--- src/rtl/sfp_feeder.sv ---
// sfp_feeder: streams psum vectors into the SFP lanes, flushes every num_acc
// vectors and writes each lane result to psum memory. Optional ReLU on the write path: SFP_FEEDER_RELU_EN.
module sfp_feeder #(
    parameter int col     = 8,
    parameter int psum_bw = 16,
    parameter int cnt_bw  = 4,
    parameter int addr_bw = 11
) (
    input  logic                     clk,
    input  logic                     reset,
    input  logic                     start,
    input  logic [cnt_bw-1:0]        num_acc,
    input  logic [addr_bw-1:0]       num_out,
    input  logic                     in_valid,
    output logic                     in_ready,
    input  logic [col*psum_bw-1:0]   in_data,
    output logic [col*psum_bw-1:0]   lane_data,
    output logic                     lane_acc_en,
    output logic                     lane_flush_en,
    input  logic [col*psum_bw-1:0]   lane_out,
    output logic                     mem_wen,
    output logic [addr_bw-1:0]       mem_addr,
    output logic [col*psum_bw-1:0]   mem_wdata,
    output logic                     busy,
    output logic                     done
);

    localparam int DW = col * psum_bw;

    localparam logic [1:0] S_IDLE  = 2'd0;
    localparam logic [1:0] S_ACC   = 2'd1;
    localparam logic [1:0] S_DRAIN = 2'd2;
    localparam logic [1:0] S_DONE  = 2'd3;

    logic [1:0]         r_state;
    logic [cnt_bw-1:0]  r_acc_last;
    logic [addr_bw-1:0] r_out_last;
    logic [cnt_bw-1:0]  r_vec_cnt;
    logic [addr_bw-1:0] r_flush_cnt;
    logic [addr_bw-1:0] r_addr;
    logic               r_wen;

    logic [1:0]         w_state_nxt;
    logic               w_xfer;
    logic               w_flush;
    logic               w_last_out;
    logic               w_job_start;

    // Write-path transform; with ReLU each negative lane is replaced by zero.
    function automatic logic [DW-1:0] f_wdata(input logic [DW-1:0] d);
        logic [DW-1:0] res;
        res = d;
`ifdef SFP_FEEDER_RELU_EN
        for (int i = 0; i < col; i++) begin
            if (d[i*psum_bw + psum_bw - 1]) begin
                res[i*psum_bw +: psum_bw] = '0;
            end else begin
                res[i*psum_bw +: psum_bw] = d[i*psum_bw +: psum_bw];
            end
        end
`endif
        return res;
    endfunction

    // Handshake and flush decode; a flush is the transfer that completes an output.
    always_comb begin
        w_job_start = (r_state == S_IDLE) && start;
        w_xfer      = in_valid && (r_state == S_ACC);
        w_flush     = w_xfer && (r_vec_cnt == r_acc_last);
        w_last_out  = (r_flush_cnt == r_out_last);
    end

    // Next-state logic.
    always_comb begin
        w_state_nxt = r_state;
        case (r_state)
            S_IDLE: begin
                if (start) begin
                    w_state_nxt = (num_out != '0) ? S_ACC : S_DONE;
                end else begin
                    w_state_nxt = S_IDLE;
                end
            end
            S_ACC: begin
                if (w_flush && w_last_out) begin
                    w_state_nxt = S_DRAIN;
                end else begin
                    w_state_nxt = S_ACC;
                end
            end
            S_DRAIN: w_state_nxt = S_DONE;
            S_DONE:  w_state_nxt = S_IDLE;
            default: w_state_nxt = S_IDLE;
        endcase
    end

    // State register; the write strobe trails its flush by one cycle so lane_out is settled.
    always_ff @(posedge clk) begin
        if (reset) begin
            r_state <= S_IDLE;
            r_wen   <= 1'b0;
        end else begin
            r_state <= w_state_nxt;
            r_wen   <= w_flush;
        end
    end

    // Job configuration, captured once per start; num_acc of 0 behaves as 1.
    always_ff @(posedge clk) begin
        if (reset) begin
            r_acc_last <= '0;
            r_out_last <= '0;
        end else if (w_job_start) begin
            r_acc_last <= (num_acc == '0) ? '0 : num_acc - cnt_bw'(1);
            r_out_last <= num_out - addr_bw'(1);
        end
    end

    // Vector, flush and address counters.
    always_ff @(posedge clk) begin
        if (reset) begin
            r_vec_cnt   <= '0;
            r_flush_cnt <= '0;
            r_addr      <= '0;
        end else if (w_job_start) begin
            r_vec_cnt   <= '0;
            r_flush_cnt <= '0;
            r_addr      <= '0;
        end else begin
            if (w_xfer) begin
                r_vec_cnt <= w_flush ? '0 : r_vec_cnt + cnt_bw'(1);
            end
            if (w_flush) begin
                r_flush_cnt <= r_flush_cnt + addr_bw'(1);
            end
            if (r_wen) begin
                r_addr <= r_addr + addr_bw'(1);
            end
        end
    end

    // Write data follows lane_out only while a write is strobed, otherwise zero.
    always_comb begin
        mem_wdata = '0;
        if (r_wen) begin
            mem_wdata = f_wdata(lane_out);
        end else begin
            mem_wdata = '0;
        end
    end

    assign in_ready      = (r_state == S_ACC);
    assign busy          = (r_state != S_IDLE);
    assign done          = (r_state == S_DONE);
    assign lane_data     = in_data;
    assign lane_acc_en   = w_xfer;
    assign lane_flush_en = w_flush;
    assign mem_wen       = r_wen;
    assign mem_addr      = r_addr;

endmodule

--- config.mk ---
export PLATFORM = sky130hd
export DESIGN_NAME = sfp_feeder
export DESIGN_NICKNAME = d
export VERILOG_FILES = /design/src/rtl/sfp_feeder.sv
export SDC_FILE = /design/constraint.sdc
export NUM_CORES = 1
export LEC_CHECK = 0
export CAP_MARGIN = 20
export CORE_AREA = 10 10 207 209
export CTS_CLUSTER_DIAMETER = 120
export DETAILED_ROUTE_END_ITERATION = 16
export DIE_AREA = 0 0 217 219
export GPL_ROUTABILITY_DRIVEN = 0
export REMOVE_ABC_BUFFERS = 1
export SLEW_MARGIN = 20
export SYNTH_ARGS = -nofsm -noshare
export SYNTH_HDL_FRONTEND = slang
export SYNTH_SLANG_ARGS = --single-unit
export TNS_END_PERCENT = 100
--- constraint.sdc ---
create_clock -name clk -period 1.54 [get_ports clk]
set_input_delay 0.231 -clock clk [delete_from_list [all_inputs] [get_ports clk]]
set_output_delay 0.231 -clock clk [all_outputs]
set_load 0.02 [all_outputs]
# Word level (Yosys, flattened, before mapping)
# Cells that the tools add are included.
# W data, S select, Z words.
# totals
reg_bits	44
wordCells	33
# classes
n_mux	7
addsub	5
eq_ne	5
reduce_logical	9
# ops
op	n
$mux W128	1
$add A11 B1 Y11 const B	2
$eq A11 B11 Y1	1
$reduce_bool A11 Y1	1
$sub A11 B1 Y11 const B	1
$mux W4	2
$pmux W2 S4	1
$mux W2	3
$add A4 B1 Y4 const B	1
$eq A2 B2 Y1 const B	2
$eq A4 B4 Y1	1
$logic_and A1 B1 Y1	4
$logic_not A4 Y1	1
$sub A4 B1 Y4 const B	1
$eq A2 B1 Y1 const B	1
$logic_not A2 Y1	1
$reduce_bool A2 Y1	1
$reduce_or A2 Y1	1

# Logic depth before layout (Yosys ltp)
# Gate-level depths: netlist of run 1.
# depth
depth_word	6
depth_mapped	6
mapped_depth_nobuf	6

# Least setup slack after synthesis of run 1
# OpenSTA, ideal clock, no wires.
# synth_path
kind	register -> output
startpoint	reg r_wen (netlist: mem_wen)
endpoint	out mem_wdata[100]
n_path_buf	3
stages_incl_launch_ff	5
arrival_ns	1.340
required_time_ns	1.309
slack_ns	-0.031
path_cell_list	dfxtp_1 > buf_2 > clkbuf_1 > clkbuf_1 > and2_1
# synth_via
elab_chain_cells	1
# synth_lines
element	line_no	source
start, declared	41	logic r_wen;
start signal, assigned	104	r_wen <= w_flush;
$mux W128	145	if (r_wen) begin
end, declared	23	output logic [col*psum_bw-1:0] mem_wdata,
# No other way between the ends.

# Final worst setup path of run 1
# layout_path
startpoint	reg r_wen (netlist: mem_wen)
endpoint	out mem_wdata[122]
# Same word-level chain as after synthesis.

==> results.py, run 1 <==
metrics = {
    "outcome": {
        "outcome": "finished with violations",
        "violations": "setup timing",
    },
    "place": {
        "place_inst": 1234,
        "dp_worst_setup_slack_ps": -284.8,
        "hpwl_mm": 50.58,
        "dpl_cell_area_um2": 6802,
        "port_buffers": 291,
    },
    "clocking": {
        "clockRootBuffer": "clkbuf_16",
        "holdBufCountCts": 0,
        "clk_latency_ps": 290,
        "htree_levels": 2,
        "clk_pin_slew_ps": 70,
        "cts_buffer_depth": 2,
        "cts_tree": "done",
        "clock-sinks": 44,
        "cts_buffers": 5,
    },
    "die": {
        "die_x_um": 217,
        "core_um2": 38560,
        "rows": 72,
        "ioPinCount": 548,
        "start_util_pct": 10.65,
        "die_area_um2": 47520,
        "die_h_um": 219,
    },
    "cells_and_area": {
        "drive_gt1_share_pct": 48.61,
        "fin_util_pct": 21.50,
        "finalNonFillerCells": 1279,
        "final_design_area_no_fill_um2": 8289,
        "areaGrowthSynthToFinish_pct": 101.8,
        "nets": 1034,
    },
    "worst_setup_path": {
        "crit_path_max_fanout": 7,
        "crit_type": "flip-flop to output port",
        "worstRegToRegCells": 6,
        "cp_slowest_cell": "dfxtp_4",
        "reg2reg_from": "r_acc_last[2]$_SDFFE_PP0P_",
        "ff2ff_setup_slack_ps": 0,
        "critPathLaunchType": "flip-flop",
        "crit_path_frequent_cell": "buf_12",
        "cp.depth": 5,
        "timing.critical_path.required_ps": 1310,
        "worstReg2RegEnd": "r_flush_cnt[10]$_SDFFE_PP0N_",
        "cp-end-kind": "output port",
        "cp.arrival_ps": 1420,
        "path_cells": "buf_12 > buf_12 > clkbuf_16 > and2_4 > buf_6",
        "cp_top_family": "buffers and inverters",
        "cpPeakStageDelay_ps": 390,
        "crit_buf_inv": 4,
    },
    "route": {
        "vias": 5074,
        "antenna_left": 0,
        "drtIter0Drc": 335,
        "first_pass_iters": 4,
        "wl_per_cell_um": 46.25,
        "totalWireLength_mm": 59.15,
        "drc": 0,
        "vias_per_cell": 3.967,
    },
    "sta": {
        "fin_ws_ps": -115.0,
        "setup_viol_count_final": 86,
        "tightest_slew_ps": 422.0,
        "layout_min_cycle_time_ps": 1655,
        "slew_viol_final": 0,
        "relSlewSlack_pct": 71.76,
        "fmax_ghz": 0.6042,
        "finClkSkew_ps": 3.284,
        "rsz0062_at_grt": "true",
        "hold_viol": 0,
        "post-route-period-util_pct": 107.5,
    },
    "global_routing": {
        "grt_pass1_vias": 5100,
        "grt_max_degree": 25,
        "antenna_found_initial": 22,
        "grt.overflow.total": 0,
        "track_usage_pct": 23.71,
        "grt_pass1_wl_mm": 71.15,
    },
    "synthesis": {
        "netlist.top_cell.by_area": "buf_4",
        "yosysSeqAreaShare_pct": 21.44,
        "syn_avg_cell_area_um2": 7.750,
        "synthCells": 530,
        "yosys_most_used_dff": "dfxtp_1",
        "ys_top_cells_by_area": "buf_4 24%, dfxtp_1 21%, and2_1 20%",
        "yosys_warnings": 0,
        "synth_enable_flop_cells": 0,
        "synth.top_cell.area_share_pct": 23.76,
        "yosys_register_bits": 44,
        "synthDistinctLibCells": 49,
        "syn-cell-area_um2": 4108,
        "synthArstFlopShare_pct": 0,
    },
    "power": {
        "p_per_area_nw_per_um2": 500.8,
        "peakVddDrop_v": 0.0004390,
        "leakagePower_nw": 3.388,
    },
    "hold_path": {
        "min-delay-start": "in_data[27]",
        "holdPathEnd": "lane_data[27]",
        "min_path_type": "primary input to output port",
        "hold_depth": 0,
    },
    "job": {
        "maxCapViolations": 0,
    },
}
cells by family after synthesis:
kind of cell    count (synthesis)  synth area share, %
simple gates                  237                34.33
fa+ha+maj                       5                1.523
xor+xnor                       33                7.036
compound gates                 49                8.347
mux                             1               0.2437
buf+inv                       161                27.08
flops                          44                21.44
flip-flops by register name (all words and copies together), names as in the netlist:
signal       count
mem_addr        11
r_flush_cnt     11
r_out_last      11
r_acc_last       4
r_vec_cnt        4
r_state          2
mem_wen          1
routing by layer:
metal | share of wire [%] | global-route usage, % | vias up | wire length (um)
met5 | 1.0 | 7.388 | - | 620
met4 | 4.9 | 9.275 | 30 | 2874
met3 | 18 | 21.47 | 94 | 10820
met2 | 45 | 37.89 | 478 | 26650
met1 | 31 | 20.24 | 2393 | 18190
li1 | - | - | 2079 | -
placed cells by master, fill, tap and decap left out, types with 9 or more instances in the layout:
master,count
nor2_1,28
clkdlybuf4s50_1,147
dfxtp_2,9
buf_8,26
buf_4,61
buf_6,86
buf_2,15
buf_16,11
a21oi_1,11
buf_12,11
xnor2_1,20
dfxtp_1,34
and2_4,106
nand4_1,9
nand3_1,10
dlygate4sd2_1,11
nand2_1,15
nor3_1,12
and2_1,23
report_power, final:
group          total [mW]  internal, mW  switching [mW]
Clock                1.27         0.772           0.495
Combinational        1.66         0.941           0.715
Sequential           1.23          1.19          0.0411
per-stage QoR:
stage	total power, mW	hold WS, ps	setup TNS [ps]
3_3_place_gp	2.570	458.8	-11240
4_1_cts	4.175	464.4	-8913
2_1_floorplan	1.679	295.6	-145120
3_5_place_dp	2.576	464.4	-11540
5_1_grt	4.323	462.5	-8479
6_report	4.151	463.0	-5840
worst reg2reg max path, stage by stage, from the launching register on:
cell and delay, ps:
dfxtp_2 330, xnor2_2 180, nand4_1 170, buf_6 180, buf_4 170, o311ai_2 290, o41ai_1 110
worst max-delay path by stage:
stage | from | endpoint | slack [ps]
after floorplan | mem_wen$_SDFF_PP0_ | mem_addr[6]$_SDFFE_PP0P_ | -1480
after global placement | lane_out[116] | mem_wdata[116] | -300
after detailed placement | lane_out[116] | mem_wdata[116] | -280
after CTS | mem_wen$_SDFF_PP0_ | mem_wdata[85] | -180
after global routing | r_acc_last[2]$_SDFFE_PP0P_ | lane_flush_en | -160
final | mem_wen$_SDFF_PP0_ | mem_wdata[122] | -120
repair_timing:
action / CTS / global route
setup endpoints to repair: 138 / 144
setup buffers: 19 / 2
resized for setup: 418 / 69
pin swaps: 5 / 11
gates cloned: 14 / 1
synthesized netlist by cell type (2+ instances only):
master / number
buf_4: 130
and2_1: 129
dfxtp_1: 44
nor2_1: 29
xnor2_1: 24
clkbuf_1: 17
nand2_1: 15
a21oi_1: 14
nor3_1: 12
nand3_1: 10
nand4_1: 9
or3_1: 9
xor2_1: 9
o21ai_0: 8
buf_2: 6
inv_1: 6
ha_1: 5
a211oi_1: 4
o41ai_1: 4
a211oi_2: 3
and3_1: 3
o311ai_1: 3
a311oi_1: 2
a31o_1: 2
a31oi_1: 2
and4_1: 2
nor2b_1: 2
nor4_2: 2
o311ai_0: 2
o31a_1: 2
o31ai_1: 2
or4_1: 2
area by class of cell:
cell class	instances	area [um2]
Sequential cell	44	895.9
Multi-Input combinational cell	325	2500
Inverter	7	31.28
Clock buffer	5	125.1
Timing Repair Buffer	371	4028
Tap cell	518	648.1
Antenna cell	6	15.01
Clock inverter	3	46.29
Fill cell	4279	30270
No activity file was read; power rests on OpenSTA's default activity.
==> inputs of run 2 (changes only) <==
==> constraint.sdc (replaced) <==
create_clock -name clk -period 1.54 [get_ports clk]
set_input_delay 0.308 -clock clk [delete_from_list [all_inputs] [get_ports clk]]
set_output_delay 0.308 -clock clk [all_outputs]
set_load 0.02 [all_outputs]
==> results.py, run 2 (synthesis results as in run 1) <==
metrics = {
    "route": {
        "drc": 0,
        "vias": 5137,
        "drtIter0Drc": 249,
        "vias_per_cell": 3.961,
        "totalWireLength_mm": 59.64,
        "wl_per_cell_um": 45.98,
        "first_pass_iters": 5,
        "antenna_left": 0,
    },
    "die": {
        "die_h_um": 219,
        "die_area_um2": 47520,
        "start_util_pct": 10.65,
        "rows": 72,
        "ioPinCount": 548,
        "core_um2": 38560,
        "die_x_um": 217,
    },
    "cells_and_area": {
        "mostFrequentLayoutCells": "144 x clkdlybuf4s50_1, 126 x and2_4, 126 x buf_6",
        "multi_input_area_um2": 2575,
        "drive_gt1_share_pct": 53.90,
        "mostFrequentLayoutCell": "clkdlybuf4s50_1",
        "areaGrowthSynthToFinish_pct": 110.5,
        "nets": 1049,
        "fill_cells": 4257,
        "finalNonFillerCells": 1297,
        "seq_area_um2": 897.1,
    },
    "power": {
        "p_sw_share_pct": 30.34,
        "p_per_area_nw_per_um2": 490.5,
        "peakVddDrop_v": 0.0003817,
        "p_sw_mw": 1.287,
        "clockPowerShare_pct": 30.3,
        "p_int_mw": 2.954,
        "leakagePower_nw": 3.544,
        "combPwrFrac_pct": 40.8,
        "power_frac_seq_pct": 29.0,
    },
    "sta": {
        "layout_min_cycle_time_ps": 1684,
        "hold_viol": 0,
        "rsz0062_at_grt": "true",
        "finClkSkew_ps": 5.025,
        "post-route-period-util_pct": 109.4,
        "fin_ws_ps": -144.2,
        "relSlewSlack_pct": 78.51,
        "fmax_ghz": 0.5937,
        "holdWs_ps": 381.9,
        "setup_viol_count_final": 123,
        "tightest_slew_ps": 318.2,
        "slew_viol_final": 0,
    },
    "worst_setup_path": {
        "ff2ff_setup_slack_ps": -100,
        "timing.critical_path.required_ps": 1230,
        "critPathLaunchType": "flip-flop",
        "cp.arrival_ps": 1380,
        "cpPeakStageDelay_ps": 360,
        "cp_slowest_cell": "dfxtp_4",
        "cp-end-kind": "output port",
        "path_cells": "buf_12 > buf_4 > clkbuf_16 > and2_4 > buf_6",
        "crit_path_max_fanout": 7,
        "crit_type": "flip-flop to output port",
    },
    "place": {
        "hpwl_mm": 50.68,
        "place_inst": 1240,
        "port_buffers": 291,
    },
    "global_routing": {
        "grt_max_degree": 24,
        "antenna_found_initial": 15,
        "top_usage_layer": "met2",
        "met1_usage_pct": 20.92,
        "track_usage_pct": 23.70,
        "grt_pass1_wl_mm": 70.97,
        "globalRouteMet3Util_pct": 20.36,
        "grt.overflow.total": 0,
        "met2_usage_pct": 37.69,
        "grt_pass1_vias": 5104,
    },
    "clocking": {
        "clockRootBuffer": "clkbuf_16",
        "cts_buffer_depth": 2,
        "clock-sinks": 44,
        "cts_tree": "done",
        "clk_latency_ps": 290,
        "htree_levels": 2,
        "cts_buffers": 5,
        "clk_pin_slew_ps": 70,
    },
    "outcome": {
        "violations": "setup timing",
        "outcome": "finished with violations",
    },
    "hold_path": {
        "min_path_type": "primary input to flip-flop",
    },
    "job": {
        "maxCapViolations": 0,
    },
}
[run 2: cell types whose count changed in the layout (fill, tap and decap cells not counted), moves of 3 or more]
cell             change
and2_1              -20
and2_4              +20
buf_12               +4
buf_2               -11
buf_4                -3
buf_6               +40
buf_8               -12
clkbuf_16            +3
clkdlybuf4s50_1      -3
diode_2              +3
dlygate4sd2_1        -4
nor3_1               -3
nor3_2               +3
[run 2: worst max-delay path, delay by kind of cell, from the launching register on]
family	cells	cell delay [ps]
flops	1	360
buf+inv	4	580
simple gates	1	130
[run 2: what timing repair did]
item                                    4_1_cts  5_1_grt
cloned                                       10        5
resized for setup                           459      104
endpoints found under the setup margin      149      157
pin swaps                                    13        9
buffers inserted                             20        8
hold buffers                                  0        0
[run 2: power groups by stage]
stage	clock, mW	sequential, mW	combinational [mW]
after CTS	1.32	1.23	1.63
after detailed placement	0	1.25	1.34
after global placement	0	1.25	1.34
final	1.28	1.23	1.73
after global routing	1.36	1.23	1.81
after floorplan	0	1.26	0.419
[run 2: final cells by class]
| type | instances | share of cell area [%] |
|---|---|---|
| Tap cell | 518 | 7.495 |
| Clock buffer | 5 | 1.447 |
| Antenna cell | 9 | 0.2605 |
| Multi-Input combinational cell | 325 | 29.78 |
| Timing Repair Buffer | 386 | 49.76 |
| Inverter | 7 | 0.3617 |
| Clock inverter | 3 | 0.5209 |
| Sequential cell | 44 | 10.37 |
[run 2: worst paths after layout]
check	from	end	cells after the start
min reg2reg	r_acc_last[3]$_SDFFE_PP0P_	r_acc_last[3]$_SDFFE_PP0P_	2
max	mem_wen$_SDFF_PP0_	mem_wdata[6]	5
max reg2reg	mem_wen$_SDFF_PP0_	mem_addr[6]$_SDFFE_PP0P_	8
min	num_out[0]	r_out_last[0]$_SDFFE_PP0P_	3
[run 2: per-stage QoR]
step                cell area [um2]  TNS, ps  power (mW)  util (%)  setup slack, ps
global route                   8630   -17310       4.404     22.38           -165.8
CTS                            8202   -16240       4.184     21.27           -157.3
floorplan                      3027  -155130       1.679         -            -1482
finish                         8647   -14170       4.241     22.43           -144.2
global placement               6882   -22750       2.588     17.85           -513.5
detailed placement             6882   -22920       2.590     17.85           -485.3
[run 2: routing by layer]
| metal | share of wire, % | up-vias | routed length (um) |
|---|---|---|---|
| met2 | 45 | 478 | 26770 |
| met3 | 18 | 80 | 10630 |
| met5 | 0.87 | - | 519 |
| li1 | - | 2110 | - |
| met1 | 32 | 2449 | 18880 |
| met4 | 4.8 | 20 | 2845 |
